==> src/rtl/vga_mem_arbiter.sv <==
// Fixed-priority arbiter (VGA > IR refresh > CPU) for one synchronous-read memory port.
// Also runs the once-per-frame IR temperature refresh that commits eight words atomically.
module vga_mem_arbiter #(
   parameter logic [23:0] IR_BASE = 24'h002400
) (
   input  logic        clk,
   input  logic        reset,
   input  logic        vga_req,
   input  logic [23:0] vga_mem_addr,
   output logic [15:0] data_from_mem_to_vga,
   input  logic        cpu_req,
   input  logic        cpu_we,
   input  logic [23:0] cpu_addr,
   input  logic [15:0] cpu_wdata,
   output logic [15:0] cpu_rdata,
   output logic        cpu_ack,
   input  logic        vs,
   output logic [23:0] mem_addr,
   output logic        mem_we,
   output logic [15:0] mem_wdata,
   input  logic [15:0] mem_rdata,
   output logic [15:0] temp_0_16,
   output logic [15:0] temp_1_16,
   output logic [15:0] temp_2_16,
   output logic [15:0] temp_3_16,
   output logic [15:0] temp_4_16,
   output logic [15:0] temp_5_16,
   output logic [15:0] temp_6_16,
   output logic [15:0] temp_7_16,
   output logic        ir_refresh_done
);

   typedef enum logic [1:0] {OwnNone, OwnVga, OwnIr, OwnCpu} owner_e;
   typedef enum logic [1:0] {StIdle, StFetch, StDrain} ir_state_e;

   ir_state_e         state_q, state_d;
   owner_e            owner_q, owner_d;
   logic [2:0]        idx_q, idx_d;
   logic [2:0]        slot_q, slot_d;
   logic              vs_q;
   logic [7:0][15:0]  shadow_q, shadow_d;
   logic [7:0][15:0]  temp_q, temp_d;
   logic [15:0]       vga_data_q, vga_data_d;
   logic [15:0]       cpu_rdata_q, cpu_rdata_d;
   logic              cpu_ack_q, cpu_ack_d;
   logic              done_q, done_d;
   logic              grant_vga, grant_ir, grant_cpu;

   // CPU stays blocked while its read is in flight and during its ack cycle.
   always_comb begin
      grant_vga = vga_req;
      grant_ir  = !vga_req && (state_q == StFetch);
      grant_cpu = !vga_req && !grant_ir && cpu_req && !cpu_ack_q && (owner_q != OwnCpu);
      mem_addr  = '0;
      owner_d   = OwnNone;
      if (grant_vga) begin
         mem_addr = vga_mem_addr;
         owner_d  = OwnVga;
      end else if (grant_ir) begin
         mem_addr = IR_BASE + {21'd0, idx_q};
         owner_d  = OwnIr;
      end else if (grant_cpu) begin
         mem_addr = cpu_addr;
         owner_d  = cpu_we ? OwnNone : OwnCpu;
      end
   end

   assign mem_we    = grant_cpu && cpu_we && !reset;
   assign mem_wdata = cpu_wdata;

   always_comb begin
      state_d     = state_q;
      idx_d       = idx_q;
      slot_d      = idx_q;
      shadow_d    = shadow_q;
      temp_d      = temp_q;
      done_d      = 1'b0;
      vga_data_d  = vga_data_q;
      cpu_rdata_d = cpu_rdata_q;
      cpu_ack_d   = grant_cpu && cpu_we;

      unique case (owner_q)
         OwnVga:  vga_data_d = mem_rdata;
         OwnIr:   shadow_d[slot_q] = mem_rdata;
         OwnCpu: begin
            cpu_rdata_d = mem_rdata;
            cpu_ack_d   = 1'b1;
         end
         default: ;
      endcase

      unique case (state_q)
         StIdle: begin
            if (vs_q && !vs) begin
               idx_d   = 3'd0;
               state_d = StFetch;
            end
         end
         StFetch: begin
            if (grant_ir) begin
               idx_d = idx_q + 3'd1;
               if (idx_q == 3'd7) state_d = StDrain;
            end
         end
         StDrain: begin
            // shadow_d already carries the last word arriving this cycle.
            temp_d  = shadow_d;
            done_d  = 1'b1;
            state_d = StIdle;
         end
         default: state_d = StIdle;
      endcase
   end

   always_ff @(posedge clk) begin
      if (reset) begin
         state_q     <= StIdle;
         owner_q     <= OwnNone;
         idx_q       <= 3'd0;
         slot_q      <= 3'd0;
         vs_q        <= 1'b1;
         shadow_q    <= '0;
         temp_q      <= '0;
         vga_data_q  <= '0;
         cpu_rdata_q <= '0;
         cpu_ack_q   <= 1'b0;
         done_q      <= 1'b0;
      end else begin
         state_q     <= state_d;
         owner_q     <= owner_d;
         idx_q       <= idx_d;
         slot_q      <= slot_d;
         vs_q        <= vs;
         shadow_q    <= shadow_d;
         temp_q      <= temp_d;
         vga_data_q  <= vga_data_d;
         cpu_rdata_q <= cpu_rdata_d;
         cpu_ack_q   <= cpu_ack_d;
         done_q      <= done_d;
      end
   end

   assign data_from_mem_to_vga = vga_data_q;
   assign cpu_rdata            = cpu_rdata_q;
   assign cpu_ack              = cpu_ack_q;
   assign ir_refresh_done      = done_q;
   assign temp_0_16            = temp_q[0];
   assign temp_1_16            = temp_q[1];
   assign temp_2_16            = temp_q[2];
   assign temp_3_16            = temp_q[3];
   assign temp_4_16            = temp_q[4];
   assign temp_5_16            = temp_q[5];
   assign temp_6_16            = temp_q[6];
   assign temp_7_16            = temp_q[7];

endmodule

==> config.mk <==
export PLATFORM = sky130hd
export DESIGN_NAME = vga_mem_arbiter
export DESIGN_NICKNAME = d
export VERILOG_FILES = /design/src/rtl/vga_mem_arbiter.sv
export SDC_FILE = /design/constraint.sdc
export NUM_CORES = 1
export LEC_CHECK = 0
export CORE_ASPECT_RATIO = 0.8
export CORE_UTILIZATION = 38
export DETAILED_ROUTE_END_ITERATION = 6
export DONT_BUFFER_PORTS = 1
export HOLD_SLACK_MARGIN = 0.05
export SYNTH_ARGS = -nofsm -noshare
export SYNTH_HDL_FRONTEND = slang
export SYNTH_SLANG_ARGS = --single-unit
==> constraint.sdc <==
create_clock -name clk -period 2.4 [get_ports clk]
set_input_delay 0.72 -clock clk [delete_from_list [all_inputs] [get_ports clk]]
set_output_delay 0.72 -clock clk [all_outputs]
set_load 0.005 [all_outputs]
# Word level (Yosys, flattened, before mapping)
# Index checks and enable logic that the tools add are counted.
[classes]
addsub = 2
n_lt_le_gt_ge = 2
n_eq_ne = 10
n_mux = 20
reduce_logical = 19
[op_table]
columns = ["operator", "n"]
rows = [
  ["128-bit bitwise mux", 1],
  ["128-bit 2-to-1 mux", 1],
  ["24-bit 2-to-1 mux", 3],
  ["16-bit demux with 3-bit select", 1],
  ["16-bit 2-to-1 mux", 1],
  ["14-bit by 3-bit adder with 15-bit output (first input constant)", 1],
  ["2-bit 2-to-1 mux", 6],
  ["1-bit logical AND", 9],
  ["2-bit == test (second input constant)", 3],
  ["3-bit 2-to-1 mux", 2],
  ["2-bit inequality test (second input constant)", 3],
  ["3-bit one-hot mux with 2 select lines", 1],
  ["3-bit AND reduction", 2],
  ["1-bit logical NOT", 5],
  ["2-bit by 1-bit == test with 1-bit output (second input constant)", 2],
  ["3-bit by 4-bit less-than comparator with 1-bit output (second input constant)", 1],
  ["2-bit one-hot mux with 2 select lines", 1],
  ["3-bit by 1-bit adder with 3-bit output (second input constant)", 1],
  ["3-bit == test (second input constant)", 1],
  ["3-bit by 1-bit greater-or-equal comparator with 1-bit output (second input constant)", 1],
  ["1-bit 2-to-1 mux", 3],
  ["2-bit logical NOT", 1],
  ["2-bit by 1-bit inequality test with 1-bit output (second input constant)", 1],
  ["2-bit nonzero test", 1],
  ["2-bit OR reduction", 1],
]
[totals]
regBits = 301
in_bits = 86
out_inout_bits = 203
wordCells = 79

# Longest topological paths before layout
[logic_depth]
depth_word = 10
depth_mapped = 7
mapped_depth_nobuf = 4

# Least setup slack after synthesis
# Ideal clock, no wire load.
[synth_path]
kind = "input to output"
from = "in reset"
to = "out mem_we"
arrival_ns = 1.513
required_ns = 1.680
slack_ns = 0.167
stages = 4
path_buffers = 3
path_cell_list = "clkbuf_1 > clkbuf_1 > clkbuf_1 > nor3_2"
[synth_between]
elab_chain_cells = 2
[synth_lines]
columns = ["element", "line", "text"]
rows = [
  ["from (decl)", "7", "input logic reset,"],
  ["1-bit logical NOT", "68", "assign mem_we = grant_cpu && cpu_we && !reset;"],
  ["1-bit logical AND", "68", ""],
  ["to (decl)", "19", "output logic mem_we,"],
]
# Every way passes these cells.

# Worst setup path after layout
[layout_path]
from = "reg owner_q[0]"
to = "out mem_addr[7]"
[layout_between]
elab_chain_cells = 5
[layout_lines]
columns = ["element", "line", "text"]
rows = [
  ["from (decl)", "37", "owner_e owner_q, owner_d;"],
  ["from (signal assigned)", "118", "owner_q <= OwnNone;"],
  ["from (signal assigned)", "130", "owner_q <= owner_d;"],
  ["2-bit inequality test", "53", "grant_cpu = !vga_req && !grant_ir && cpu_req && !cpu_ack_q && (owner_q != OwnCpu);"],
  ["1-bit logical AND", "53", ""],
  ["24-bit 2-to-1 mux", "62", "end else if (grant_cpu) begin"],
  ["24-bit 2-to-1 mux", "59", "end else if (grant_ir) begin"],
  ["24-bit 2-to-1 mux", "56", "if (grant_vga) begin"],
  ["to (decl)", "18", "output logic [23:0] mem_addr,"],
]
# Every way passes these cells.

==> impl_metrics.yaml <==
outcome:
  status: "finished, violations left"
  violations: "negative setup slack"
synth:
  synthDistinctLibCells: 37
  ys_warn_count: 0
  syn_nets: 1297
  syn_area_per_cell_sq_um: 9.11
  synthesis.area_sq_mm: 0.0110
  ys_seq_area_share_pct: 54.7
  synth_seq_cells: 301
  postSynthCellCount: 1209
power_and_ir_drop:
  clkPwrFrac_pct: 48.3
  cellLeakagePower_nw: 4.89
  power_density_mw_per_mm2: 836
  p_switching_mw: 2.12
  peakVddDrop_uv: 546
  combPwrFrac_pct: 2.5
  share_seq_of_total_power_pct: 49.3
  switching_share_pct: 20.7
  internal-power_mw: 8.13
placement:
  dp_slack_ns: 0.221
  gp_congestion: 0.829
  dpl.hpwl_mm: 18.9
  port_buffers: 0
  dp.cells: 1468
  dpl_cell_area_sq_mm: 0.0110
floorplan:
  start_util_pct: 38.8
  rows: 55
  dieArea_sq_mm: 0.0297
  io_pins: 289
  coreArea_sq_mm: 0.0284
  die_h_um: 154
  die_x_um: 192
setup_path:
  crit_type: "flip-flop to primary output"
  worstReg2RegStart: "owner_q[0]"
  regToRegSetupSlack_ns: 0.50
  end_kind: "primary output"
  start_kind: "flip-flop"
  cp.arrival_ns: 1.85
  r2r-end: "temp_7_16[12]"
  cp-startpoint: "owner_q[0]"
  cp_max_fo: 5
  required_ns: 1.68
  r2r_cells: 5
routing:
  drtPass1Iterations: 7
  vias_per_cell: 5.20
  num_vias: 7976
  wl_per_cell_um: 19.7
  drt_iter0_markers: 425
  wl_mm: 30.2
  antenna_left: 0
  drcViolationCount: 0
clocking:
  cts.sink_count: 301
  h-tree-depth: 1
  path_clk_slew_ns: 0.06
  cts_tree: "built"
  postCtsHoldBufs: 0
  numCtsBuffers: 30
  cts-root-buf: "clkbuf_16"
  clock_path_buffers: 3
  worstSkewPairLatency_ns: 0.55
final_layout:
  drive_gt1_share_pct: 8.87
  stdcell_area_sq_mm: 0.0123
  finalNetCount: 1226
  final_util_pct: 43.2
  final_cells: 1534
  multi_input_area_sq_mm: 0.00440
  area.sequential_sq_mm: 0.00603
  fill_cells: 2752
  syn2layout_area_growth_pct: 11.3
global_routing:
  grt_usage_pct: 19.5
  antenna_found_initial: 3
  grt_overflow: 0
  grt_pass1_vias: 7086
  grt_max_degree: 303
  grt_pass1_wl_mm: 43.9
timing:
  slew_headroom_pct: 49.2
  rsz0062_at_grt: "true"
  fin_worst_skew_ns: 0.0113
  setup_viol: 25
  slew_violations: 0
  setup_slack_ns: -0.173
  fin_crit_sh_pct: 107
  fmax_mhz: 389
  worst_pin_slew_ns: 0.762
  fin_crit_ns: 2.57
  hold_viol_final: 0
hold_path:
  min_path_type: "primary input to flip-flop"
  hold_end: "data_from_mem_to_vga[15]"
  min_from: "reset"
  hold_path_depth: 1
job:
  cap_violations: 0
critical path: stages, from the launching register on:
cell and delay (ns):
dfxtp_2 0.32, and2_4 0.17, nor4b_4 0.21, buf_6 0.17, buf_16 0.12, buf_8 0.12, nand2_1 0.05, o21ai_1 0.14
flip-flops by register name (all words and copies together) (netlist names), 16 cells and up:
name and flops:
cpu_rdata 16, data_from_mem_to_vga 16, shadow_q 128, temp_0_16 16, temp_1_16 16, temp_2_16 16
temp_3_16 16, temp_4_16 16, temp_5_16 16, temp_6_16 16, temp_7_16 16
power by group through the flow:
stage                     logic (mW)  registers [mW]  clock network [mW]
after floorplan                0.286            5.16                   0
after global placement         0.199            5.16                   0
after detailed placement       0.202            5.16                   0
after CTS                      0.248            5.05                5.04
after global routing           0.272            5.05                5.26
final                          0.251            5.05                4.94
layer usage:
layer	up-vias	share of wire (%)	routed length, um	GRT usage (%)
li1	3917	-	-	-
met1	3745	44	13400	25.9
met5	-	0	0	0
met3	45	8.6	2610	5.63
met4	0	2.6	796	5.77
met2	269	44	13400	30.6
area by class of cell:
| class | count | area share (%) |
|---|---|---|
| inverter | 5 | 0.153 |
| timing repair buffer | 25 | 2.30 |
| clock inverter | 13 | 1.48 |
| antenna | 3 | 0.0612 |
| clock buffer | 42 | 7.15 |
| multi-input combinational | 775 | 35.9 |
| sequential | 301 | 49.2 |
| tap | 370 | 3.78 |
synth_stat cells:
master	n	share of area, %
nand2b_1	1	0.057
o21bai_1	1	0.068
nand3b_1	1	0.068
o21ai_1	18	0.82
a21oi_1	72	3.3
nor2b_1	10	0.57
buf_4	23	1.6
and2_1	1	0.057
nor3_2	1	0.091
nor3b_4	1	0.17
a22oi_1	1	0.068
nor3_1	2	0.091
inv_1	5	0.17
buf_2	17	0.77
nand2_4	3	0.31
or2_2	1	0.057
nand3_1	18	0.82
or3b_1	1	0.080
nand2_2	3	0.17
a221oi_1	3	0.24
nor4bb_1	1	0.091
nor2_1	289	9.9
a311oi_1	1	0.080
a21o_1	1	0.068
o21ai_0	5	0.23
and3b_1	1	0.080
clkbuf_1	82	2.8
nor3b_1	1	0.068
dfxtp_1	301	55
a211oi_1	128	8.7
buf_1	1	0.034
nor4b_4	1	0.22
ha_1	2	0.23
buf_6	5	0.51
nand3_2	2	0.18
nand2_1	106	3.6
mux2i_1	99	9.0
how the worst max path moves through the flow:
stage / to / slack (ns) / cells past startpoint
2_1_floorplan: mem_we / 0.17 / 4
3_3_place_gp: mem_addr[20] / 0.22 / 5
3_5_place_dp: mem_addr[10] / 0.22 / 3
4_1_cts: mem_addr[9] / -0.21 / 7
5_1_grt: mem_addr[20] / -0.26 / 7
6_report: mem_addr[7] / -0.17 / 7
metrics by stage:
| stage | TNS [ns] | hold WS (ns) | power, mW |
|---|---|---|---|
| 2_1_floorplan | 0 | 0.447 | 5.45 |
| 3_3_place_gp | 0 | 0.457 | 5.36 |
| 3_5_place_dp | 0 | 0.462 | 5.37 |
| 4_1_cts | -3.95 | 0.225 | 10.3 |
| 5_1_grt | -5.40 | 0.223 | 10.6 |
| 6_report | -3.14 | 0.257 | 10.2 |
what timing repair did:
item	in CTS	in global routing
gates resized for setup	16	9
gates cloned	1	0
setup endpoints to repair	25	25
pin swaps	3	3
endpoints found under the hold margin	0	0
buffers inserted	7	0
cell families (layout without fill, tap and decap cells):
group / Yosys count / in the layout / synth area share [%]
AO/OA/AOI/OAI: 230 / 230 / 13.6
adder cells (fa/ha/maj): 2 / 2 / 0.227
buffers and inverters: 133 / 85 / 5.85
flip-flops: 301 / 301 / 54.7
multiplexers: 99 / 99 / 9.00
other: 0 / 3 / 0
AND/OR/NAND/NOR: 444 / 444 / 16.6
layout by cell type (no fill, tap or decap), types with 4 or more instances in the layout:
| master | netlist | layout |
|---|---|---|
| dfxtp_1 | 301 | 299 |
| nor2_1 | 289 | 289 |
| a211oi_1 | 128 | 128 |
| nand2_1 | 106 | 101 |
| mux2i_1 | 99 | 99 |
| a21oi_1 | 72 | 72 |
| clkbuf_16 | 0 | 31 |
| nand3_1 | 18 | 18 |
| buf_4 | 23 | 17 |
| o21ai_1 | 18 | 13 |
| nor2b_1 | 10 | 8 |
| nand2_2 | 3 | 7 |
| o21ai_2 | 0 | 6 |
| clkbuf_8 | 0 | 6 |
| inv_1 | 5 | 5 |
| clkinv_2 | 0 | 5 |
| clkbuf_1 | 82 | 5 |
| buf_12 | 0 | 5 |
| nand2_4 | 3 | 4 |
| o21ai_0 | 5 | 4 |
| bufinv_16 | 0 | 4 |
(Power assumes the default switching activity.)
